$ cat config.mk
export PLATFORM = sky130hd
export DESIGN_NAME = apb_mr_bridge_flat
export DESIGN_NICKNAME = d
export VERILOG_FILES = /design/src/rtl/apb_mr_bridge_if.sv /design/src/rtl/apb_mr_bridge.sv /design/src/flat_wrapper.sv
export SDC_FILE = /design/constraint.sdc
export NUM_CORES = 1
export LEC_CHECK = 0
export CORE_MARGIN = 5
export CORE_UTILIZATION = 56
export CTS_CLUSTER_SIZE = 30
export DETAILED_ROUTE_END_ITERATION = 8
export GPL_TIMING_DRIVEN = 0
export PLACE_DENSITY = 0.85
export SKIP_LAST_GASP = 1
export SLEW_MARGIN = 20
export SYNTH_ARGS = -nofsm -noshare
export SYNTH_HDL_FRONTEND = slang
export SYNTH_SLANG_ARGS = --single-unit
$ cat constraint.sdc
create_clock -name mclk_i -period 4.9 [get_ports mclk_i]
set_input_delay 1.47 -clock mclk_i [delete_from_list [all_inputs] [get_ports mclk_i]]
set_output_delay 1.47 -clock mclk_i [all_outputs]
set_load 0.02 [all_outputs]
$ cat src/rtl/apb_mr_bridge_if.sv
// Backend request port of the mode-register bridge, plus the internal APB3 bus
// that joins its master and slave halves.
interface apb_mr_bridge_if #(
  parameter int APB_ADDRWIDTH = 16,
  parameter int APB_DATAWIDTH = 8
);
  logic                     t;
  logic                     rd_wr;
  logic [3:0]               strb_i;
  logic [APB_ADDRWIDTH-1:0] m_addr_i;
  logic [APB_DATAWIDTH-1:0] m_wdata_i;
  logic [APB_DATAWIDTH-1:0] m_rdata_o;
  logic                     m_rvalid_o;

  modport master (
    output t, rd_wr, strb_i, m_addr_i, m_wdata_i,
    input  m_rdata_o, m_rvalid_o
  );

  modport slave (
    input  t, rd_wr, strb_i, m_addr_i, m_wdata_i,
    output m_rdata_o, m_rvalid_o
  );
endinterface

interface apb3_if #(
  parameter int APB_ADDRWIDTH = 16,
  parameter int APB_DATAWIDTH = 8
);
  logic                     psel;
  logic                     penable;
  logic                     pwrite;
  logic [APB_ADDRWIDTH-1:0] paddr;
  logic [APB_DATAWIDTH-1:0] pwdata;
  logic [3:0]               pstrb;
  logic                     pready;
  logic [APB_DATAWIDTH-1:0] prdata;
  logic                     pslverr;

  modport master (
    output psel, penable, pwrite, paddr, pwdata, pstrb,
    input  pready, prdata, pslverr
  );

  modport slave (
    input  psel, penable, pwrite, paddr, pwdata, pstrb,
    output pready, prdata, pslverr
  );
endinterface

$ cat src/rtl/apb_mr_bridge.sv
// Mode-register command path: backend request -> APB3 master -> register-file
// slave that launches per-rank MRW/MRR requests and tracks their completion.
module apb_mr_bridge #(
  parameter int APB_ADDRWIDTH = 16,
  parameter int APB_DATAWIDTH = 8,
  parameter int NB_RANK       = 8
) (
  input  logic                mclk_i,
  input  logic                mrst_ni,
  apb_mr_bridge_if.slave      req,
  input  logic [NB_RANK-1:0]  mrw_done_status_i,
  input  logic [NB_RANK-1:0]  mrr_done_status_i,
  output logic [NB_RANK-1:0]  rank_mrw_o,
  output logic [NB_RANK-1:0]  rank_mrr_o
);
  logic w_pclk;
  logic w_prst_n;

  apb3_if #(.APB_ADDRWIDTH(APB_ADDRWIDTH), .APB_DATAWIDTH(APB_DATAWIDTH)) u_apb ();

  apb_master_port #(
    .APB_ADDRWIDTH(APB_ADDRWIDTH),
    .APB_DATAWIDTH(APB_DATAWIDTH)
  ) u_master (
    .mclk_i  (mclk_i),
    .mrst_ni (mrst_ni),
    .pclk_o  (w_pclk),
    .prst_no (w_prst_n),
    .req     (req),
    .apb     (u_apb.master)
  );

  apb_slave_port #(
    .APB_ADDRWIDTH(APB_ADDRWIDTH),
    .APB_DATAWIDTH(APB_DATAWIDTH),
    .NB_RANK      (NB_RANK)
  ) u_slave (
    .pclk_i            (w_pclk),
    .prst_ni           (w_prst_n),
    .apb               (u_apb.slave),
    .mrw_done_status_i (mrw_done_status_i),
    .mrr_done_status_i (mrr_done_status_i),
    .rank_mrw_o        (rank_mrw_o),
    .rank_mrr_o        (rank_mrr_o)
  );
endmodule

module apb_master_port #(
  parameter int APB_ADDRWIDTH = 16,
  parameter int APB_DATAWIDTH = 8
) (
  input  logic           mclk_i,
  input  logic           mrst_ni,
  output logic           pclk_o,
  output logic           prst_no,
  apb_mr_bridge_if.slave req,
  apb3_if.master         apb
);
  typedef enum logic [1:0] {ST_IDLE, ST_SETUP, ST_ACCESS} state_t;

  state_t                   r_state;
  state_t                   w_state_next;
  logic                     r_pwrite;
  logic [APB_ADDRWIDTH-1:0] r_paddr;
  logic [APB_DATAWIDTH-1:0] r_pwdata;
  logic [3:0]               r_pstrb;
  logic [APB_DATAWIDTH-1:0] r_rdata;
  logic                     r_rvalid;
  logic                     w_done;
  logic                     w_sample;
  logic                     w_unused;

  assign pclk_o  = mclk_i;
  assign prst_no = mrst_ni;

  always_ff @(posedge mclk_i or negedge mrst_ni) begin
    if (!mrst_ni) r_state <= ST_IDLE;
    else          r_state <= w_state_next;
  end

  always_comb begin
    w_state_next = r_state;
    case (r_state)
      ST_IDLE:   if (req.t) w_state_next = ST_SETUP;
      ST_SETUP:  w_state_next = ST_ACCESS;
      ST_ACCESS: if (apb.pready) w_state_next = req.t ? ST_SETUP : ST_IDLE;
      default:   w_state_next = ST_IDLE;
    endcase
  end

  always_comb begin
    apb.psel    = (r_state != ST_IDLE);
    apb.penable = (r_state == ST_ACCESS);
  end

  // A new request is captured on entry to SETUP, whether from IDLE or back-to-back.
  assign w_done   = (r_state == ST_ACCESS) & apb.pready;
  assign w_sample = req.t & ((r_state == ST_IDLE) | w_done);

  always_ff @(posedge mclk_i or negedge mrst_ni) begin
    if (!mrst_ni) begin
      r_pwrite <= 1'b0;
      r_paddr  <= '0;
      r_pwdata <= '0;
      r_pstrb  <= '0;
    end else if (w_sample) begin
      r_pwrite <= req.rd_wr;
      r_paddr  <= req.m_addr_i;
      r_pwdata <= req.m_wdata_i;
      r_pstrb  <= req.strb_i;
    end
  end

  always_ff @(posedge mclk_i or negedge mrst_ni) begin
    if (!mrst_ni) begin
      r_rdata  <= '0;
      r_rvalid <= 1'b0;
    end else if (w_done && !r_pwrite) begin
      r_rdata  <= apb.prdata;
      r_rvalid <= 1'b1;
    end else begin
      r_rvalid <= 1'b0;
    end
  end

  assign apb.pwrite     = r_pwrite;
  assign apb.paddr      = r_paddr;
  assign apb.pwdata     = r_pwdata;
  assign apb.pstrb      = r_pstrb;
  assign req.m_rdata_o  = r_rdata;
  assign req.m_rvalid_o = r_rvalid;
  assign w_unused       = apb.pslverr;
endmodule

module apb_slave_port #(
  parameter int APB_ADDRWIDTH = 16,
  parameter int APB_DATAWIDTH = 8,
  parameter int NB_RANK       = 8
) (
  input  logic               pclk_i,
  input  logic               prst_ni,
  apb3_if.slave              apb,
  input  logic [NB_RANK-1:0] mrw_done_status_i,
  input  logic [NB_RANK-1:0] mrr_done_status_i,
  output logic [NB_RANK-1:0] rank_mrw_o,
  output logic [NB_RANK-1:0] rank_mrr_o
);
  localparam int NB_LANE = APB_DATAWIDTH / 8;

  logic [APB_DATAWIDTH-1:0] r_mr_addr;
  logic [APB_DATAWIDTH-1:0] r_mr_data;
  logic [NB_RANK-1:0]       r_rank_mask;
  logic [NB_RANK-1:0]       r_mrr_rank_done;
  logic [NB_RANK-1:0]       r_rank_mrw;
  logic [NB_RANK-1:0]       r_rank_mrr;
  logic                     r_mrw_done;
  logic                     r_mrr_done;

  logic [APB_DATAWIDTH-1:0] w_bmask;
  logic [APB_DATAWIDTH-1:0] w_rdata;
  logic [NB_RANK-1:0]       w_mrw_next;
  logic [NB_RANK-1:0]       w_mrr_next;
  logic [NB_RANK-1:0]       w_mrr_rank_done_next;
  logic [1:0]               w_cmd;
  logic                     w_access;
  logic                     w_wr;
  logic                     w_addr_ok;
  logic                     w_sel_cmd;
  logic                     w_mrw_busy;
  logic                     w_mrr_busy;
  logic                     w_cmd_err;
  logic                     w_start_mrw;
  logic                     w_start_mrr;
  logic                     w_unused;

  // An all-zero strobe is a legacy APB3 write and updates every lane.
  for (genvar gi = 0; gi < NB_LANE; gi++) begin : g_lane
    assign w_bmask[gi*8 +: 8] = {8{(apb.pstrb == 4'b0000) | apb.pstrb[gi]}};
  end

  assign w_access   = apb.psel & apb.penable;
  assign w_wr       = w_access & apb.pwrite;
  assign w_addr_ok  = (apb.paddr <= APB_ADDRWIDTH'(4));
  assign w_sel_cmd  = (apb.paddr == APB_ADDRWIDTH'(2));
  assign w_cmd      = apb.pwdata[1:0] & w_bmask[1:0];
  assign w_mrw_busy = |r_rank_mrw;
  assign w_mrr_busy = |r_rank_mrr;

  assign w_cmd_err   = w_wr & w_sel_cmd & (w_cmd != 2'b00) &
                       ((w_cmd == 2'b11) | (r_rank_mask == '0) | w_mrw_busy | w_mrr_busy);
  assign w_start_mrw = w_wr & w_sel_cmd & (w_cmd == 2'b01) & !w_cmd_err;
  assign w_start_mrr = w_wr & w_sel_cmd & (w_cmd == 2'b10) & !w_cmd_err;

  // Done pulses only clear ranks that are still requested.
  assign w_mrw_next           = w_start_mrw ? r_rank_mask : (r_rank_mrw & ~mrw_done_status_i);
  assign w_mrr_next           = w_start_mrr ? r_rank_mask : (r_rank_mrr & ~mrr_done_status_i);
  assign w_mrr_rank_done_next = w_start_mrr ? '0 : (r_mrr_rank_done | (r_rank_mrr & mrr_done_status_i));

  always_ff @(posedge pclk_i or negedge prst_ni) begin
    if (!prst_ni) begin
      r_mr_addr       <= '0;
      r_mr_data       <= '0;
      r_rank_mask     <= '0;
      r_mrr_rank_done <= '0;
      r_rank_mrw      <= '0;
      r_rank_mrr      <= '0;
      r_mrw_done      <= 1'b0;
      r_mrr_done      <= 1'b0;
    end else begin
      if (w_wr) begin
        case (apb.paddr)
          APB_ADDRWIDTH'(0): r_mr_addr <= (r_mr_addr & ~w_bmask) | (apb.pwdata & w_bmask);
          APB_ADDRWIDTH'(1): r_mr_data <= (r_mr_data & ~w_bmask) | (apb.pwdata & w_bmask);
          APB_ADDRWIDTH'(3): r_rank_mask <= (r_rank_mask & ~w_bmask[NB_RANK-1:0]) |
                                            (apb.pwdata[NB_RANK-1:0] & w_bmask[NB_RANK-1:0]);
          default: ;
        endcase
      end
      r_rank_mrw      <= w_mrw_next;
      r_rank_mrr      <= w_mrr_next;
      r_mrr_rank_done <= w_mrr_rank_done_next;
      if (w_start_mrw)                            r_mrw_done <= 1'b0;
      else if (w_mrw_busy && (w_mrw_next == '0)) r_mrw_done <= 1'b1;
      if (w_start_mrr)                            r_mrr_done <= 1'b0;
      else if (w_mrr_busy && (w_mrr_next == '0)) r_mrr_done <= 1'b1;
    end
  end

  always_comb begin
    w_rdata = '0;
    case (apb.paddr)
      APB_ADDRWIDTH'(0): w_rdata = r_mr_addr;
      APB_ADDRWIDTH'(1): w_rdata = r_mr_data;
      APB_ADDRWIDTH'(2): w_rdata[3:0] = {r_mrr_done, r_mrw_done, w_mrr_busy, w_mrw_busy};
      APB_ADDRWIDTH'(3): w_rdata[NB_RANK-1:0] = r_rank_mask;
      APB_ADDRWIDTH'(4): w_rdata[NB_RANK-1:0] = r_mrr_rank_done;
      default:           w_rdata = '0;
    endcase
  end

  assign apb.pready  = w_access;
  assign apb.prdata  = (w_access & !apb.pwrite) ? w_rdata : '0;
  assign apb.pslverr = w_access & (!w_addr_ok | w_cmd_err);
  assign rank_mrw_o  = r_rank_mrw;
  assign rank_mrr_o  = r_rank_mrr;
  assign w_unused    = ^apb.pstrb;
endmodule

$ cat src/flat_wrapper.sv
// flat-port wrapper written by rule: the top's interface ports become plain ports
module apb_mr_bridge_flat 
#(
  parameter int APB_ADDRWIDTH = 16,
  parameter int APB_DATAWIDTH = 8,
  parameter int NB_RANK       = 8
)
  (mclk_i, mrst_ni, mrw_done_status_i, mrr_done_status_i, rank_mrw_o, rank_mrr_o, req_t, req_rd_wr, req_strb_i, req_m_addr_i, req_m_wdata_i, req_m_rdata_o, req_m_rvalid_o);
  apb_mr_bridge_if #(.APB_ADDRWIDTH(APB_ADDRWIDTH), .APB_DATAWIDTH(APB_DATAWIDTH)) req_i ();
  input  logic mclk_i;
  input  logic mrst_ni;
  input  logic [NB_RANK-1:0] mrw_done_status_i;
  input  logic [NB_RANK-1:0] mrr_done_status_i;
  output logic [NB_RANK-1:0] rank_mrw_o;
  output logic [NB_RANK-1:0] rank_mrr_o;
  input wire logic [$bits(req_i.t)-1:0] req_t;
  input wire logic [$bits(req_i.rd_wr)-1:0] req_rd_wr;
  input wire logic [$bits(req_i.strb_i)-1:0] req_strb_i;
  input wire logic [$bits(req_i.m_addr_i)-1:0] req_m_addr_i;
  input wire logic [$bits(req_i.m_wdata_i)-1:0] req_m_wdata_i;
  output wire logic [$bits(req_i.m_rdata_o)-1:0] req_m_rdata_o;
  output wire logic [$bits(req_i.m_rvalid_o)-1:0] req_m_rvalid_o;
  assign req_i.t = req_t;
  assign req_i.rd_wr = req_rd_wr;
  assign req_i.strb_i = req_strb_i;
  assign req_i.m_addr_i = req_m_addr_i;
  assign req_i.m_wdata_i = req_m_wdata_i;
  assign req_m_rdata_o = req_i.m_rdata_o;
  assign req_m_rvalid_o = req_i.m_rvalid_o;
  apb_mr_bridge #(.APB_ADDRWIDTH(APB_ADDRWIDTH), .APB_DATAWIDTH(APB_DATAWIDTH), .NB_RANK(NB_RANK)) u_core (.mclk_i(mclk_i), .mrst_ni(mrst_ni), .req(req_i), .mrw_done_status_i(mrw_done_status_i), .mrr_done_status_i(mrr_done_status_i), .rank_mrw_o(rank_mrw_o), .rank_mrr_o(rank_mrr_o));
endmodule
==> reports/metrics.cfg, run 1 <==
[critical_path]
endpoint_kind = flop
worstSetupPathType = input pin to flop
reg2reg_setup_slack_ns = 2.20
worst_path_largest_cell_delay_ns = 0.51
cp_slowest_cell = clkbuf_1
crit_path_frequent_cell = clkbuf_1
arrival_ns = 3.23
critPathRequiredTime_ns = 5.14
startpoint_type = input pin
path_max_fanout = 10
path_cells = clkdlybuf4s50_1, nor2b_1, clkbuf_1, clkbuf_1, mux2_2

[logic_synthesis]
yosysTopAreaCell = dfrtp_1
synth_commonest_cells = dfrtp_1 (90), mux2_2 (44), o21ai_0 (24)
ys_warn_count = 0
post-synth-top-count-cell = dfrtp_1
synth_edf_count = 0
syn_nets = 364
yosys.area.top_type_share_pct = 56.80
yosysUniqueCellTypes = 39
synthTopCellsByArea = dfrtp_1 (57%), mux2_2 (12%), o21ai_0 (3.0%)
synthCells = 316
synth_flop_cell = dfrtp_1
synth-async-reset-ratio_pct = 100.0
syn_area_mm2 = 0.003965
ys_seq_area_share_pct = 56.80
ys_ff_latch = 90
avgSynthCellArea_um2 = 12.55

[detailed_routing]
drc = 0
drt-vias-per-instance = 5.768
drtIter0Drc = 168
firstDrtPassIters = 4
wire_per_inst_um = 18.46
ant_nets = 0
via_count = 2890
routed_wl_um = 9247

[sta]
fin_crit_sh_pct = 60.92
finClkSkew_ns = 0.01231
fmax_mhz = 335.0
slew_viol_final = 0
max_slew_margin_pct = 59.25
hold_viol_final = 0
rsz0062_at_grt = no
finalSetupTns_ns = 0
min_period_ns = 2.985
tightestPinTransition_ns = 0.6113
finalSetupViolCount = 0

[global_route]
grt_pass1_vias = 2996
grt_pass1_wl_um = 15110
grt_max_degree = 57
antenna_found_initial = 0
grt-ovfl-total = 0
grt_use_total_pct = 22.49

[place]
dpl.cell_count = 485
hpwl_um = 6651
numPortBuffers = 72
place_area_mm2 = 0.004831
routabilityCongestion = 0.8612

[layout]
fin_util_pct = 74.23
layout.nets = 448
final_area_mm2 = 0.005071
syn_to_final_growth_pct = 27.90
antenna_cells = 0
drive_gt1_share_pct = 20.74
nFillCells = 484
final_cells = 501

[power_and_ir_drop]
leakagePower_nw = 2.293
total_power_mw = 1.573
ir_drop_mv = 0.2329
power.density_mw_per_mm2 = 310.3

[die]
pin_count = 73
die_h_um = 94.15
start_util_pct = 58.04
rows = 30
die_x_um = 94.15
core_mm2 = 0.006832
die_area_mm2 = 0.008863

[cts]
clock_sinks = 90
numCtsBuffers = 9
clkSlewWorstSetupHoldPaths_ns = 0.08
hold_buffers = 0
clockRootBuffer = clkbuf_8
postCtsSetupBuffers = 0
cts_resized = 0
tritoncts = done
clk_latency_ns = 0.36
htree_levels = 3
cts_buffer_depth = 2

[run]
drv_cap = 0

[hold_path]
hold_class = flop to flop

[status]
outcome = finished, final reports clean

## layer usage
layer,GRT usage (%),part of all wire [%],vias to the layer above
li1,-,-,1307
met5,0,0,-
met4,9.386,2.5,0
met2,36.70,49,115
met1,29.16,42,1447
met3,4.728,6.8,21
## final cells by class
| type | instances | area (um^2) | area share [%] |
|---|---|---|---|
| clock buffers | 9 | 123.9 | 2.443 |
| repair buffers | 73 | 745.7 | 14.71 |
| plain buffers | 13 | 60.06 | 1.184 |
| well taps | 96 | 120.1 | 2.369 |
| flip-flops and latches | 90 | 2252 | 44.41 |
| inverters | 11 | 41.29 | 0.8142 |
| clock inverters | 7 | 116.4 | 2.295 |
| multi-input cells | 202 | 1612 | 31.78 |
## cell families (layout without fill, tap and decap cells)
group	count (synthesis)	after routing	synth area share, %
compound gates	54	54	8.931
buf+inv	24	113	2.556
flops	90	90	56.80
mux	60	60	18.18
simple gates	88	88	13.54
## stage by stage
stage          setup slack (ns)  hold slack [ns]
3_3_place_gp            -0.7077           0.4207
6_report                  1.915           0.4864
2_1_floorplan             2.280           0.4092
5_1_grt                   1.803           0.4994
3_5_place_dp              1.506           0.4344
4_1_cts                   1.890           0.4882
## cell usage in the layout, fill, tap and decap left out, drive strengths merged, types with 7 or more instances in the layout
cell type and n:
a21o 8, a21oi 8, clkbuf 18, clkdlybuf4s50 71
dfrtp 90, inv 12, mux2 52, nand2 16
nand2b 7, nand3 11, nor2 12, nor2b 12
nor3 7, nor4 9, o21ai 24
## critical path, delay by kind of cell
| family | cells | cell delay (ns) |
|---|---|---|
| AND/OR/NAND/NOR | 1 | 0.12 |
| multiplexers | 1 | 0.41 |
| buffers and inverters | 3 | 1.23 |
## worst paths after layout
path,depth (start not counted),start,to
hold reg to reg,1,u_core.u_master.r_state[1],u_core.u_master.r_state[1]
min in group asynchronous,1,mrst_ni,u_core.u_master.apb.paddr[7]
hold / removal,1,u_core.u_master.r_state[1],u_core.u_master.r_state[1]
setup / recovery,5,req_t,u_core.u_master.apb.pwdata[3]
setup reg to reg,6,u_core.u_master.apb.paddr[11],flop
max in group asynchronous,2,mrst_ni,u_core.u_slave.rank_mrr_o[7]
## report_power, final
group,leakage [nW],switching [mW],internal [mW]
clock,0.120,0.264,0.339
combinational,0.987,0.0727,0.0836
sequential,1.19,0.0344,0.780
(Power assumes the default switching activity.)
==> inputs of run 2 (changes only) <==
- CORE_UTILIZATION: 56 -> 47
- PLACE_DENSITY: 0.85 -> 0.76
- clock period: 4.9 -> 2.6 ns (I/O delays scaled with it)
==> run 2 against run 1 <==
Net effect:
- worst hold slack worse by 0.055 ns
- via count down 6.0%
- global-route usage down 4.2 points
- worst setup slack worse by 1.8 ns
==> reports/metrics.cfg, run 2 (synthesis results as in run 1) <==
[critical_path]
worstSetupPathType = flop to flop
endpoint_kind = flop
critPathRequiredTime_ns = 2.84
reg2reg_from = u_core.u_master.apb.paddr[11]
path_max_fanout = 8
crit_start = u_core.u_master.apb.paddr[11]
arrival_ns = 2.72
reg2reg_setup_slack_ns = 0.11
startpoint_type = flop
reg2reg_depth = 6

[sta]
finClkSkew_ns = 0.007231
rsz0062_at_grt = no
hold_viol_final = 0
fmax_mhz = 402.0
fin_crit_sh_pct = 95.67
min_period_ns = 2.487
tightestPinTransition_ns = 0.7180
finalSetupTns_ns = 0
slew_viol_final = 0
max_slew_margin_pct = 52.14
finalSetupViolCount = 0
setup_slack_ns = 0.1126

[place]
hpwl_um = 6711
place_area_mm2 = 0.004835
preCtsSetupSlack_ns = -0.1263
numPortBuffers = 72
routabilityCongestion = 0.8431

[run]
drv_cap = 0

[die]
start_util_pct = 48.26
die_h_um = 101.9
core_mm2 = 0.008217
die_area_mm2 = 0.01037
rows = 33
pin_count = 73
die_x_um = 101.9

[global_route]
grt_max_degree = 48
grt_pass1_vias = 2912
grt-ovfl-total = 0
grt_pass1_wl_um = 14630
grt_use_total_pct = 18.25
antenna_found_initial = 0

[power_and_ir_drop]
internal-power_mw = 2.169
leakagePower_nw = 2.287
clock_power_share_pct = 36.2
switching_power_uw = 690.9
combPwrFrac_pct = 10.1
p_sw_share_pct = 24.16
seqPwrFrac_pct = 53.7
power.density_mw_per_mm2 = 564.7
ir_drop_mv = 0.3719
total_power_mw = 2.860

[layout]
antenna_cells = 0
final_cell_mix = dfrtp_1 (90), clkdlybuf4s50_1 (71), mux2_2 (44)
fin_util_pct = 61.63
drive_gt1_share_pct = 20.94
syn_to_final_growth_pct = 27.71
layout.nets = 450
mostFrequentLayoutCell = dfrtp_1
final_area_mm2 = 0.005064

[detailed_routing]
ant_nets = 0
drt-vias-per-instance = 5.317
routed_wl_um = 8939
firstDrtPassIters = 4
drtIter0Drc = 140
wire_per_inst_um = 17.49
drc = 0
via_count = 2717

[cts]
numCtsBuffers = 9
htree_levels = 3
clock_sinks = 90
clk_latency_ns = 0.35
clockRootBuffer = clkbuf_8
hold_buffers = 0
tritoncts = done
cts_resized = 0
cts_buffer_depth = 2
clkSlewWorstSetupHoldPaths_ns = 0.09

[status]
outcome = finished, final reports clean

[hold_path]
hold_class = input pin to async pin

[run 2: how the worst min path moves through the flow]
stage,depth (start not counted),startpoint,endpoint
after detailed placement,1,u_core.u_master.r_state[1],u_core.u_master.r_state[1]
after floorplan,1,u_core.u_master.r_state[1],u_core.u_master.r_state[1]
final,1,mrst_ni,u_core.u_master.apb.pstrb[3]
after global routing,1,u_core.u_master.r_state[1],u_core.u_master.r_state[1]
after global placement,1,u_core.u_master.r_state[1],u_core.u_master.r_state[1]
after CTS,1,mrst_ni,u_core.u_master.apb.pstrb[3]
[run 2: power by group through the flow]
stage,clock (mW),combinational (mW),sequential [mW]
after global placement,0,0.283,1.56
after detailed placement,0,0.291,1.56
after floorplan,0,0.156,1.54
after CTS,1.05,0.293,1.54
final,1.04,0.289,1.53
after global routing,1.10,0.318,1.55
[run 2: timing repair]
| item | 4_1_cts | 5_1_grt |
|---|---|---|
| endpoints found under the setup margin | 34 | 25 |
| cloned | 0 | 0 |
| setup buffers | 2 | 0 |
| pin swaps | 2 | 3 |
[run 2: metal layers]
metal  up-vias  track usage (%)  wire length (um)
met5         -                0                 0
met4         0            4.238                92
met3        10            3.072               455
met2        65            31.09              4365
met1      1342            24.71              4025
li1       1300                -                 -
[run 2: critical path, stage by stage (launching register included)]
cell and delay [ns]:
dfrtp_1 0.38, or4_4 0.56, nor4_4 0.31, o2111ai_4 0.26
or3_1 0.39, buf_6 0.17, mux2_4 0.30
[run 2: per-stage QoR]
stage               hold WS [ns]  cells
floorplan                 0.4092    316
global placement          0.4220    493
detailed placement        0.4435    494
CTS                       0.4431    511
global route              0.4761    511
finish                    0.4309    511
[run 2: cell type report]
cell class                      count  area [um^2]
Buffer                             13        60.06
Clock buffer                        9        123.9
Clock inverter                      6        90.09
Fill cell                         669         3153
Inverter                           11        41.29
Multi-Input combinational cell    202         1612
Sequential cell                    90         2252
Tap cell                          105        131.4
Timing Repair Buffer               75        753.2
